===== src/rtl/stream_fifo_if.sv =====
// Handshake bundle for stream_fifo: a write side (in_*) and a read side (out_*).
// The FIFO connects through the slave modport and the surrounding logic through master.
interface stream_fifo_if #(
    parameter int DATA_WIDTH = 8
);
    logic [DATA_WIDTH-1:0] in_data;
    logic                  in_valid;
    logic                  in_ready;
    logic [DATA_WIDTH-1:0] out_data;
    logic                  out_valid;
    logic                  out_ready;

    modport master (
        output in_data,
        output in_valid,
        output out_ready,
        input  in_ready,
        input  out_data,
        input  out_valid
    );

    modport slave (
        input  in_data,
        input  in_valid,
        input  out_ready,
        output in_ready,
        output out_data,
        output out_valid
    );
endinterface


===== src/rtl/stream_fifo.sv =====
// First-word-fall-through synchronous FIFO with valid/ready handshakes on both
// sides and occupancy status. Pointers carry one extra wrap bit so full and
// empty can be told apart without a separate counter register.
module stream_fifo #(
    parameter int DATA_WIDTH = 8,
    parameter int DEPTH      = 8,
    parameter int AF_LEVEL   = DEPTH - 2
) (
    input  logic                     clk,
    input  logic                     rst_n,
    stream_fifo_if.slave             bus,
    output logic [$clog2(DEPTH):0]   count,
    output logic                     full,
    output logic                     empty,
    output logic                     almost_full
);
    localparam int AW = $clog2(DEPTH);
    localparam logic [AW:0] PTR_ONE = (AW + 1)'(1);
    localparam logic [AW:0] AF_THR  = (AW + 1)'(AF_LEVEL);

    logic [AW:0]           wp_q;
    logic [AW:0]           wp_d;
    logic [AW:0]           rp_q;
    logic [AW:0]           rp_d;
    logic [DATA_WIDTH-1:0] mem_q [DEPTH];
    logic                  push;
    logic                  pop;

    // Status is decoded purely from the registered pointers, so ready/valid
    // never depend combinationally on the partner's handshake inputs.
    assign count       = wp_q - rp_q;
    assign empty       = (wp_q == rp_q);
    assign full        = (wp_q[AW-1:0] == rp_q[AW-1:0]) && (wp_q[AW] != rp_q[AW]);
    assign almost_full = (count >= AF_THR);

    assign bus.in_ready  = ~full;
    assign bus.out_valid = ~empty;
    assign bus.out_data  = mem_q[rp_q[AW-1:0]];

    assign push = bus.in_valid  & ~full;
    assign pop  = bus.out_ready & ~empty;

    // Pointer next-state: each side advances by one on its own handshake.
    always_comb begin
        wp_d = wp_q;
        rp_d = rp_q;
        if (push) begin
            wp_d = wp_q + PTR_ONE;
        end
        if (pop) begin
            rp_d = rp_q + PTR_ONE;
        end
    end

    // Pointer registers; reset empties the queue immediately.
    always_ff @(posedge clk or negedge rst_n) begin
        if (!rst_n) begin
            wp_q <= '0;
            rp_q <= '0;
        end else begin
            wp_q <= wp_d;
            rp_q <= rp_d;
        end
    end

    // Storage array; cleared on reset so out_data reads 0 while empty after reset.
    always_ff @(posedge clk or negedge rst_n) begin
        if (!rst_n) begin
            for (int i = 0; i < DEPTH; i++) begin
                mem_q[i] <= '0;
            end
        end else if (push) begin
            mem_q[wp_q[AW-1:0]] <= bus.in_data;
        end
    end
endmodule

===== src/flat_wrapper.sv =====
// flat-port wrapper written by rule: the top's interface ports become plain ports
module stream_fifo_flat 
#(
    parameter int DATA_WIDTH = 8,
    parameter int DEPTH      = 8,
    parameter int AF_LEVEL   = DEPTH - 2
)
  (clk, rst_n, count, full, empty, almost_full, bus_in_data, bus_in_valid, bus_out_ready, bus_in_ready, bus_out_data, bus_out_valid);
  stream_fifo_if #(.DATA_WIDTH(DATA_WIDTH)) bus_i ();
  input  logic clk;
  input  logic rst_n;
  output logic [$clog2(DEPTH):0] count;
  output logic full;
  output logic empty;
  output logic almost_full;
  input wire logic [$bits(bus_i.in_data)-1:0] bus_in_data;
  input wire logic [$bits(bus_i.in_valid)-1:0] bus_in_valid;
  input wire logic [$bits(bus_i.out_ready)-1:0] bus_out_ready;
  output wire logic [$bits(bus_i.in_ready)-1:0] bus_in_ready;
  output wire logic [$bits(bus_i.out_data)-1:0] bus_out_data;
  output wire logic [$bits(bus_i.out_valid)-1:0] bus_out_valid;
  assign bus_i.in_data = bus_in_data;
  assign bus_i.in_valid = bus_in_valid;
  assign bus_i.out_ready = bus_out_ready;
  assign bus_in_ready = bus_i.in_ready;
  assign bus_out_data = bus_i.out_data;
  assign bus_out_valid = bus_i.out_valid;
  stream_fifo #(.DATA_WIDTH(DATA_WIDTH), .DEPTH(DEPTH), .AF_LEVEL(AF_LEVEL)) u_core (.clk(clk), .rst_n(rst_n), .bus(bus_i), .count(count), .full(full), .empty(empty), .almost_full(almost_full));
endmodule

===== config.mk =====
export PLATFORM = sky130hd
export DESIGN_NAME = stream_fifo_flat
export DESIGN_NICKNAME = d
export VERILOG_FILES = /design/src/rtl/stream_fifo_if.sv /design/src/rtl/stream_fifo.sv /design/src/flat_wrapper.sv
export SDC_FILE = /design/constraint.sdc
export NUM_CORES = 1
export LEC_CHECK = 0
export ABC_AREA = 1
export BUFFER_PORTS_ARGS = -buffer_cell sky130_fd_sc_hd__buf_4
export CAP_MARGIN = 15
export CORE_MARGIN = 4
export CORE_UTILIZATION = 41
export DETAILED_ROUTE_END_ITERATION = 7
export SYNTH_ARGS = -nofsm -noshare
export SYNTH_HDL_FRONTEND = slang
export SYNTH_SLANG_ARGS = --single-unit

===== constraint.sdc =====
create_clock -name clk -period 3.8 [get_ports clk]
set_input_delay 0 -clock clk [delete_from_list [all_inputs] [get_ports clk]]
set_output_delay 0 -clock clk [all_outputs]
set_load 0.005 [all_outputs]

# [After elaboration in Yosys (flattened, before gate mapping)]
# Index checks and enable logic that the tools add are counted.
[totals] elab_cells=34 register_bits=72
[classes] n_addsub=3 bitwise=6 reduce_logical=2 eq_ne=3 mux=6 n_lt_le_gt_ge=4
[ops] cell="64-bit bitwise mux" n=1
[ops] cell="8-bit binary-select mux with 3-bit select" n=1
[ops] cell="8-bit demux with 3-bit select" n=1
[ops] cell="8-bit 2-to-1 mux" n=3
[ops] cell="4-bit by 1-bit adder with 4-bit output (second input constant)" n=2
[ops] cell="4-bit greater-or-equal comparator (second input constant)" n=2
[ops] cell="3-bit inverter with 4-bit output" n=2
[ops] cell="4-bit == test" n=1
[ops] cell="4-bit by 3-bit greater-or-equal comparator with 1-bit output (second input constant)" n=1
[ops] cell="4-bit by 1-bit less-than comparator with 1-bit output (second input constant)" n=1
[ops] cell="4-bit subtractor" n=1
[ops] cell="3-bit == test" n=1
[ops] cell="1-bit AND" n=2
[ops] cell="1-bit logical AND" n=2
[ops] cell="1-bit inverter" n=2
[ops] cell="1-bit inequality test" n=1

# [Longest topological paths before layout]
# Gate-level depths: netlist of run 1.
[depth] ltp_word=6 mapped_depth=11 mapped_depth_nobuf=9

# [Worst setup path before layout of run 1]
# No wires, ideal clock.
[synth_timing] path_kind="register to register" from="register u_core.rp_q[2]" to="register u_core.mem_q[0] (netlist bit)" synth_period_minus_slack_ns=1.917 stages_incl_launch_ff=11 n_path_buf=3 t_arrival_ns=1.800 required_ns=3.683 setup_slack_ns=1.883 path_cell_list="dfrtp_1 > buf_2 > clkinv_1 > ha_1 > inv_1 > nor2_2 > nand2_4 > buf_6 > buf_6 > nand4_1 > nand2_1"
[synth_via] elab_chain_len=4
[synth_lines] item="start: declaration" line_no="stream_fifo.sv:23" source="logic [AW:0] rp_q;"
[synth_lines] item="start signal: assignment" line_no="stream_fifo.sv:62" source="rp_q <= rp_d;"
[synth_lines] item="3-bit == test" line_no="stream_fifo.sv:33" source="assign full = (wp_q[AW-1:0] == rp_q[AW-1:0]) && (wp_q[AW] != rp_q[AW]);"
[synth_lines] item="1-bit logical AND" line_no="stream_fifo.sv:33"
[synth_lines] item="1-bit inverter"
[synth_lines] item="net bus_in_ready" line_no="flat_wrapper.sv:19" source="output wire logic [$bits(bus_i.in_ready)-1:0] bus_in_ready;"
[synth_lines] item="1-bit AND" line_no="stream_fifo.sv:40" source="assign push = bus.in_valid & ~full;"
[synth_lines] item="end signal: indexed assignment" line_no="stream_fifo.sv:73" source="mem_q[wp_q[AW-1:0]] <= bus.in_data;"
[synth_lines] item="end: declaration" line_no="stream_fifo.sv:25" source="logic [DATA_WIDTH-1:0] mem_q [DEPTH];"
# The timed path passes the listed nets, and every way through them passes these cells.
# A chain may end at the register's enable or synchronous reset.

# [Worst setup path after layout of run 1]
[layout_timing] from="register u_core.rp_q[2]" to="register u_core.mem_q[57] (netlist bit)"
[layout_via] elab_chain_len=4
[layout_lines] item="3-bit == test" line_no="stream_fifo.sv:33"
[layout_lines] item="1-bit logical AND" line_no="stream_fifo.sv:33"
[layout_lines] item="1-bit inverter" line_no="stream_fifo.sv:40"
[layout_lines] item="1-bit AND" line_no="stream_fifo.sv:40"
# Every way passes these cells.

==> flow_metrics.env, run 1 <==
export IMPL_post_route_period_util_pct=70.86
export IMPL_maxSlewHeadroom_pct=37.60
export IMPL_fin_tns_setup_ns=0
export IMPL_num_rows=35
export IMPL_critPathTopFamily="simple AND/OR/NAND/NOR gates"
export IMPL_worstHoldPathType="in2reg"
export IMPL_cp_arrival_ns=2.93
export IMPL_power_density_nw_per_um2=920.9
export IMPL_start_kind="flip-flop"
export IMPL_cp_end_kind="flip-flop"
export IMPL_fmax_ghz=0.3714
export IMPL_cap_violations=0
export IMPL_slowest_delay_ns=0.56
export IMPL_multi_input_area_um2=1887
export IMPL_synthDistinctLibCells=27
export IMPL_dr_pass1_iters=4
export IMPL_diodes=0
export IMPL_clk_path_buf_depth=2
export IMPL_ctsResizeCount=0
export IMPL_path_depth=8
export IMPL_rsz0062_at_grt="false"
export IMPL_synth_area_leaders="dfrtp_1 45%, nand2_1 24%, nand4_1 10%"
export IMPL_vias_per_cell=5.233
export IMPL_pre_cts_ws_ns=1.118
export IMPL_io_pins=29
export IMPL_cts_max_level=3
export IMPL_report_final_slew_viol_count=0
export IMPL_crit_buf_inv=2
export IMPL_hpwl_um=7169
export IMPL_finalCriticalPeriod_ns=2.693
export IMPL_synthesis_nets=541
export IMPL_seq_area_frac_synth_pct=45.50
export IMPL_fillers=910
export IMPL_fin_ws_ns=1.107
export IMPL_cts_buffers=9
export IMPL_drc=0
export IMPL_synth_edf_count=0
export IMPL_critical_path_class="reg2reg"
export IMPL_yosys_area_top_type="dfrtp_1"
export IMPL_setup_viol=0
export IMPL_place_gp_congestion=0.8203
export IMPL_dpl_instance_area_um2=4158
export IMPL_synthCells=523
export IMPL_gr_total_overflow=0
export IMPL_r2r_cells=8
export IMPL_cts_tree="built"
export IMPL_routed_wl_um=11250
export IMPL_finalHoldViolCount=0
export IMPL_die_y_um=106.3
export IMPL_path_common_cell="nand2_1"
export IMPL_dieArea_um2=11300
export IMPL_via_count=3527
export IMPL_initial_utilization_pct=42.45
export IMPL_cts_sinks=72
export IMPL_required_ns=4.04
export IMPL_syn_area_um2=3960
export IMPL_clk_pin_slew_worst_paths_ns=0.08
export IMPL_power_uw=4164
export IMPL_synth_ff_type="dfrtp_1"
export IMPL_async_flop_share_pct=100.0
export IMPL_nets=559
export IMPL_portBuffers=28
export IMPL_clkLatencyLatePin_ns=0.35
export IMPL_antenna_found_initial=0
export IMPL_skew_ns=0.01067
export IMPL_synth_top_area_share_pct=45.50
export IMPL_yosysWarningCount=0
export IMPL_final_cell_mix="250 x nand2_1, 72 x dfrtp_1, 65 x nand4_1"
export IMPL_worstHoldPathCells=3
export IMPL_design_area_um2=4522
export IMPL_path_cells="clkinv_1, ha_1, inv_1, nor2_2, nand2_4, nand3_1, nand2_1, nand2_1"
export IMPL_post_cts_setup_buffers=0
export IMPL_grt_pass1_wl_um=18820
export IMPL_grt_pass1_vias=3419
export IMPL_ir_drop_mv=0.2753
export IMPL_ys_seq_elements=72
export IMPL_final_seq_area_um2=1802
export IMPL_drive_gt1_share_pct=12.84
export IMPL_cp_slowest_cell="dfrtp_1"
export IMPL_wl_per_cell_um=16.70
export IMPL_area_growth_pct=14.19
export IMPL_final_core_util_pct=48.48
export IMPL_dieWidth_um=106.3
export IMPL_p_leak_uw=0.002348
export IMPL_ant_nets=0
export IMPL_track_usage_pct=21.21
export IMPL_cts_root_buffer="clkbuf_8"
export IMPL_tightest_slew_ns=0.9359
export IMPL_final_common_cell="nand2_1"
export IMPL_status="complete, no violations"
export IMPL_grt_max_degree=73
export IMPL_drtIter0Drc=224
export IMPL_synth_avg_cell_area_um2=7.572
export IMPL_coreArea_um2=9328
export IMPL_cp_max_fo=55
synth_stat cells (4+ instances only):
cell / number
nand3_1: 7
dfrtp_1: 72
inv_1: 10
nor2_1: 16
nand4_1: 65
clkbuf_1: 5
o21ai_0: 34
ha_1: 5
nor2_2: 8
buf_6: 7
nand3_2: 5
clkbuf_2: 4
nand2_1: 250
buf_2: 15
area by class of cell:
type / instances / share of cell area (%)
multi-input cells: 401 / 41.73
flip-flops and latches: 72 / 39.85
repair buffers: 43 / 8.024
well taps: 129 / 3.569
clock inverters: 6 / 2.933
clock buffers: 9 / 2.739
inverters: 14 / 1.162
state kept, by name (all words and copies together) (netlist names):
| register | count |
|---|---|
| u_core.rp_q | 4 |
| u_core.wp_q | 4 |
| u_core.mem_q | 64 |
metrics by stage:
step,hold slack [ns],instances
5_1_grt,0.01786,674
3_3_place_gp,0.2056,650
6_report,0.007496,674
4_1_cts,0.0005228,673
2_1_floorplan,-0.2956,523
3_5_place_dp,0.2077,650
kinds of logic after synthesis:
family	Yosys count	share of synthesized area (%)
AO/OA/AOI/OAI	35	4.423
flip-flops	72	45.50
XOR/XNOR	4	0.8848
adder cells (fa/ha/maj)	6	2.085
buffers and inverters	50	6.856
AND/OR/NAND/NOR	356	40.25
worst paths after layout:
| path | from | endpoint | slack (ns) |
|---|---|---|---|
| min | bus_in_data[7] | u_core.mem_q[23]$_DFFE_PN0P_ | 0.007 |
| max reg2reg | u_core.rp_q[2]$_DFFE_PN0P_ | u_core.mem_q[57]$_DFFE_PN0P_ | 1.11 |
| max in group asynchronous | rst_n | u_core.mem_q[12]$_DFFE_PN0P_ | 2.86 |
| min in group asynchronous | rst_n | u_core.mem_q[23]$_DFFE_PN0P_ | 0.33 |
| max | u_core.rp_q[2]$_DFFE_PN0P_ | u_core.mem_q[57]$_DFFE_PN0P_ | 1.11 |
| min reg2reg | u_core.mem_q[7]$_DFFE_PN0P_ | u_core.mem_q[7]$_DFFE_PN0P_ | 0.47 |
repair_timing:
action                                  in CTS  in global routing
endpoints found under the hold margin      100                  0
hold buffers                                 8                  0
endpoints found under the setup margin       0                  0
per-layer routing:
| layer | GRT usage (%) | up-vias | routed length (um) |
|---|---|---|---|
| met3 | 3.461 | 13 | 509 |
| met1 | 31.81 | 1672 | 5432 |
| met2 | 31.40 | 85 | 5169 |
| met4 | 6.013 | 0 | 142 |
| met5 | 0 | - | 0 |
| li1 | - | 1757 | - |
power by group:
group	switching (uW)	internal [uW]	leakage, uW
logic	1240	777	0.00132
registers	242	1120	0.000907
clock network	292	498	0.000125
worst min-delay path, stage by stage:
cell and delay (ns):
buf_4 0.16, nand4_1 0.10, nand2_1 0.05
Note: power is estimated with default switching activity, not from simulation.
==> inputs of run 2 (changes only) <==
Settings changed: ABC_AREA 1 to 0.
Clock period 3.8 ns to 2.25 ns, I/O delays scaled along.
==> flow_metrics.env, run 2 <==
export IMPL_status="complete, no violations"
export IMPL_syn_area_um2=3493
export IMPL_grt_max_degree=73
export IMPL_start_kind="flip-flop"
export IMPL_synthesis_nets=258
export IMPL_synthDistinctLibCells=32
export IMPL_io_pins=29
export IMPL_dieArea_um2=10060
export IMPL_pwr_share_seq_pct=34.3
export IMPL_grt_pass1_vias=2236
export IMPL_dpl_instance_area_um2=4006
export IMPL_wl_per_cell_um=17.92
export IMPL_synth_top_area_share_pct=51.58
export IMPL_gr_total_overflow=0
export IMPL_whs_ns=0.02650
export IMPL_setup_viol=0
export IMPL_synthCells=240
export IMPL_cts_buffers=9
export IMPL_ir_drop_mv=0.6980
export IMPL_maxSlewHeadroom_pct=39.02
export IMPL_cts_root_buffer="clkbuf_8"
export IMPL_ys_seq_elements=72
export IMPL_final_core_util_pct=51.79
export IMPL_cp_slowest_cell="dfrtp_1"
export IMPL_cts_max_level=3
export IMPL_slowest_delay_ns=0.48
export IMPL_clockPowerShare_pct=13.5
export IMPL_synth_ff_type="dfrtp_1"
export IMPL_async_flop_share_pct=100.0
export IMPL_netSwitchingFraction_pct=35.23
export IMPL_initial_utilization_pct=42.30
export IMPL_cts_tree="built"
export IMPL_finalHoldViolCount=0
export IMPL_drive_gt1_share_pct=51.82
export IMPL_num_rows=33
export IMPL_power_uw=6786
export IMPL_track_usage_pct=15.69
export IMPL_vias_per_cell=5.223
export IMPL_drtIter0Drc=100
export IMPL_final_cell_mix="72 x dfrtp_1, 58 x mux2_2, 46 x buf_4"
export IMPL_hpwl_um=4811
export IMPL_diodes=0
export IMPL_ant_nets=0
export IMPL_power_density_nw_per_um2=1587
export IMPL_cp_end_kind="flip-flop"
export IMPL_crit_buf_inv=1
export IMPL_place_gp_congestion=0.7544
export IMPL_rsz0062_at_grt="false"
export IMPL_internal_power_uw=4396
export IMPL_synth_area_leaders="dfrtp_1 52%, mux2_2 21%, mux4_2 10%"
export IMPL_synth_edf_count=0
export IMPL_final_common_cell="dfrtp_1"
export IMPL_area_growth_pct=22.42
export IMPL_fmax_ghz=0.4849
export IMPL_report_final_slew_viol_count=0
export IMPL_cp_arrival_ns=2.30
export IMPL_yosys_area_top_type="dfrtp_1"
export IMPL_via_count=2131
export IMPL_die_y_um=100.3
export IMPL_ctsResizeCount=0
export IMPL_critical_path_class="reg2reg"
export IMPL_routed_wl_um=7310
export IMPL_finalCriticalPeriod_ns=2.062
export IMPL_portBuffers=28
export IMPL_clkLatencyLatePin_ns=0.34
export IMPL_critPathTopFamily="flip-flops"
export IMPL_yosysWarningCount=0
export IMPL_regMostFlops="u_core.mem_q"
export IMPL_required_ns=2.49
export IMPL_largest_reg_flops=64
export IMPL_drc=0
export IMPL_p_switching_uw=2391
export IMPL_yosysMostFrequentCell="dfrtp_1"
export IMPL_worstHoldPathType="in2reg"
export IMPL_dr_pass1_iters=4
export IMPL_post_route_period_util_pct=91.65
export IMPL_seq_area_frac_synth_pct=51.58
export IMPL_clk_pin_slew_worst_paths_ns=0.08
export IMPL_coreArea_um2=8258
export IMPL_cts_sinks=72
export IMPL_grt_pass1_wl_um=11860
export IMPL_path_cells="ha_4, nand3_1, o211ai_2, buf_4, mux2_2"
export IMPL_p_leak_uw=0.001870
export IMPL_top_regs="u_core.mem_q: 64 flops, u_core.rp_q: 4 flops, u_core.wp_q: 4 flops"
export IMPL_tightest_slew_ns=0.9147
export IMPL_skew_ns=0.006822
export IMPL_design_area_um2=4277
export IMPL_nets=317
export IMPL_cp_max_fo=7
export IMPL_synth_avg_cell_area_um2=14.56
export IMPL_antenna_found_initial=0
export IMPL_clk_path_buf_depth=2
export IMPL_synthTopCellsByCount="72 x dfrtp_1, 66 x mux2_2, 28 x nand2_1"
export IMPL_cap_violations=0
export IMPL_fin_tns_setup_ns=0
export IMPL_dieWidth_um=100.3
export IMPL_combPwrFrac_pct=52.1
-- run 2: cell count changes after synthesis, moves of 6 or more --
cell and change:
nand2_1 -222, mux2_2 +66, nand4_1 -64, o21ai_0 -31
mux4_2 +16, nor2_1 -15, buf_2 -10, nor2_2 -8
buf_6 -6
-- run 2: layout make-up --
type,count,area (um^2)
clock buffers,9,123.9
clock inverters,6,46.29
fillers,731,3981
inverters,8,33.78
multi-input cells,151,1674
flip-flops and latches,72,1802
well taps,105,131.4
repair buffers,57,465.4
-- run 2: logic make-up after synthesis --
| logic type | count (synthesis) | synth area share, % |
|---|---|---|
| AOI/OAI and AO/OA | 16 | 4.548 |
| xor gates and xnor gates | 9 | 2.794 |
| adders and majority gates | 6 | 2.364 |
| buffers and inverters | 17 | 2.221 |
| DFF | 72 | 51.58 |
| muxes | 82 | 31.59 |
| and+or+nand+nor | 38 | 4.907 |
-- run 2: power groups by stage --
stage	logic, uW	registers [uW]	clock network [uW]
floorplan	2520	2240	0
global placement	3540	2330	0
detailed placement	3580	2360	0
CTS	3610	2330	945
global route	3890	2410	1010
finish	3540	2330	919
-- run 2: worst paths after layout --
kind                                                end                          from  slack [ns]  depth (start not counted)
setup / recovery           u_core.mem_q[42]$_DFFE_PN0P_    u_core.wp_q[2]$_DFFE_PN0P_        0.19                          5
hold / removal               u_core.wp_q[2]$_DFFE_PN0P_                  bus_in_valid        0.03                          3
setup reg to reg           u_core.mem_q[42]$_DFFE_PN0P_    u_core.wp_q[2]$_DFFE_PN0P_        0.19                          5
hold reg to reg            u_core.mem_q[47]$_DFFE_PN0P_  u_core.mem_q[47]$_DFFE_PN0P_        0.50                          1
max in group asynchronous  u_core.mem_q[45]$_DFFE_PN0P_                         rst_n        1.33                          2
min in group asynchronous  u_core.mem_q[57]$_DFFE_PN0P_                         rst_n        0.32                          2
-- run 2: stage by stage --
stage | setup WS [ns] | cells
2_1_floorplan | -0.09531 | 240
3_3_place_gp | 0.2327 | 383
3_5_place_dp | 0.1846 | 383
4_1_cts | 0.1718 | 408
5_1_grt | 0.09362 | 408
6_report | 0.1879 | 408
-- run 2: worst reg2reg max path, cell delays in order, from the launching register on --
cell      delay (ns)
dfrtp_1         0.48
ha_4            0.34
nand3_1         0.28
o211ai_2        0.31
buf_4           0.20
mux2_2          0.34
-- run 2: routing by layer --
metal	GRT usage [%]	wire length (um)	up-vias
met5	0	0	-
met4	7.150	140	0
met3	2.780	202	11
met2	24.01	3379	26
met1	21.86	3588	1099
li1	-	-	995
-- run 2: repair_timing --
action | 4_1_cts | 5_1_grt
setup buffers | 0 | 0
endpoints found under the hold margin | 137 | 0
hold buffers | 10 | 0
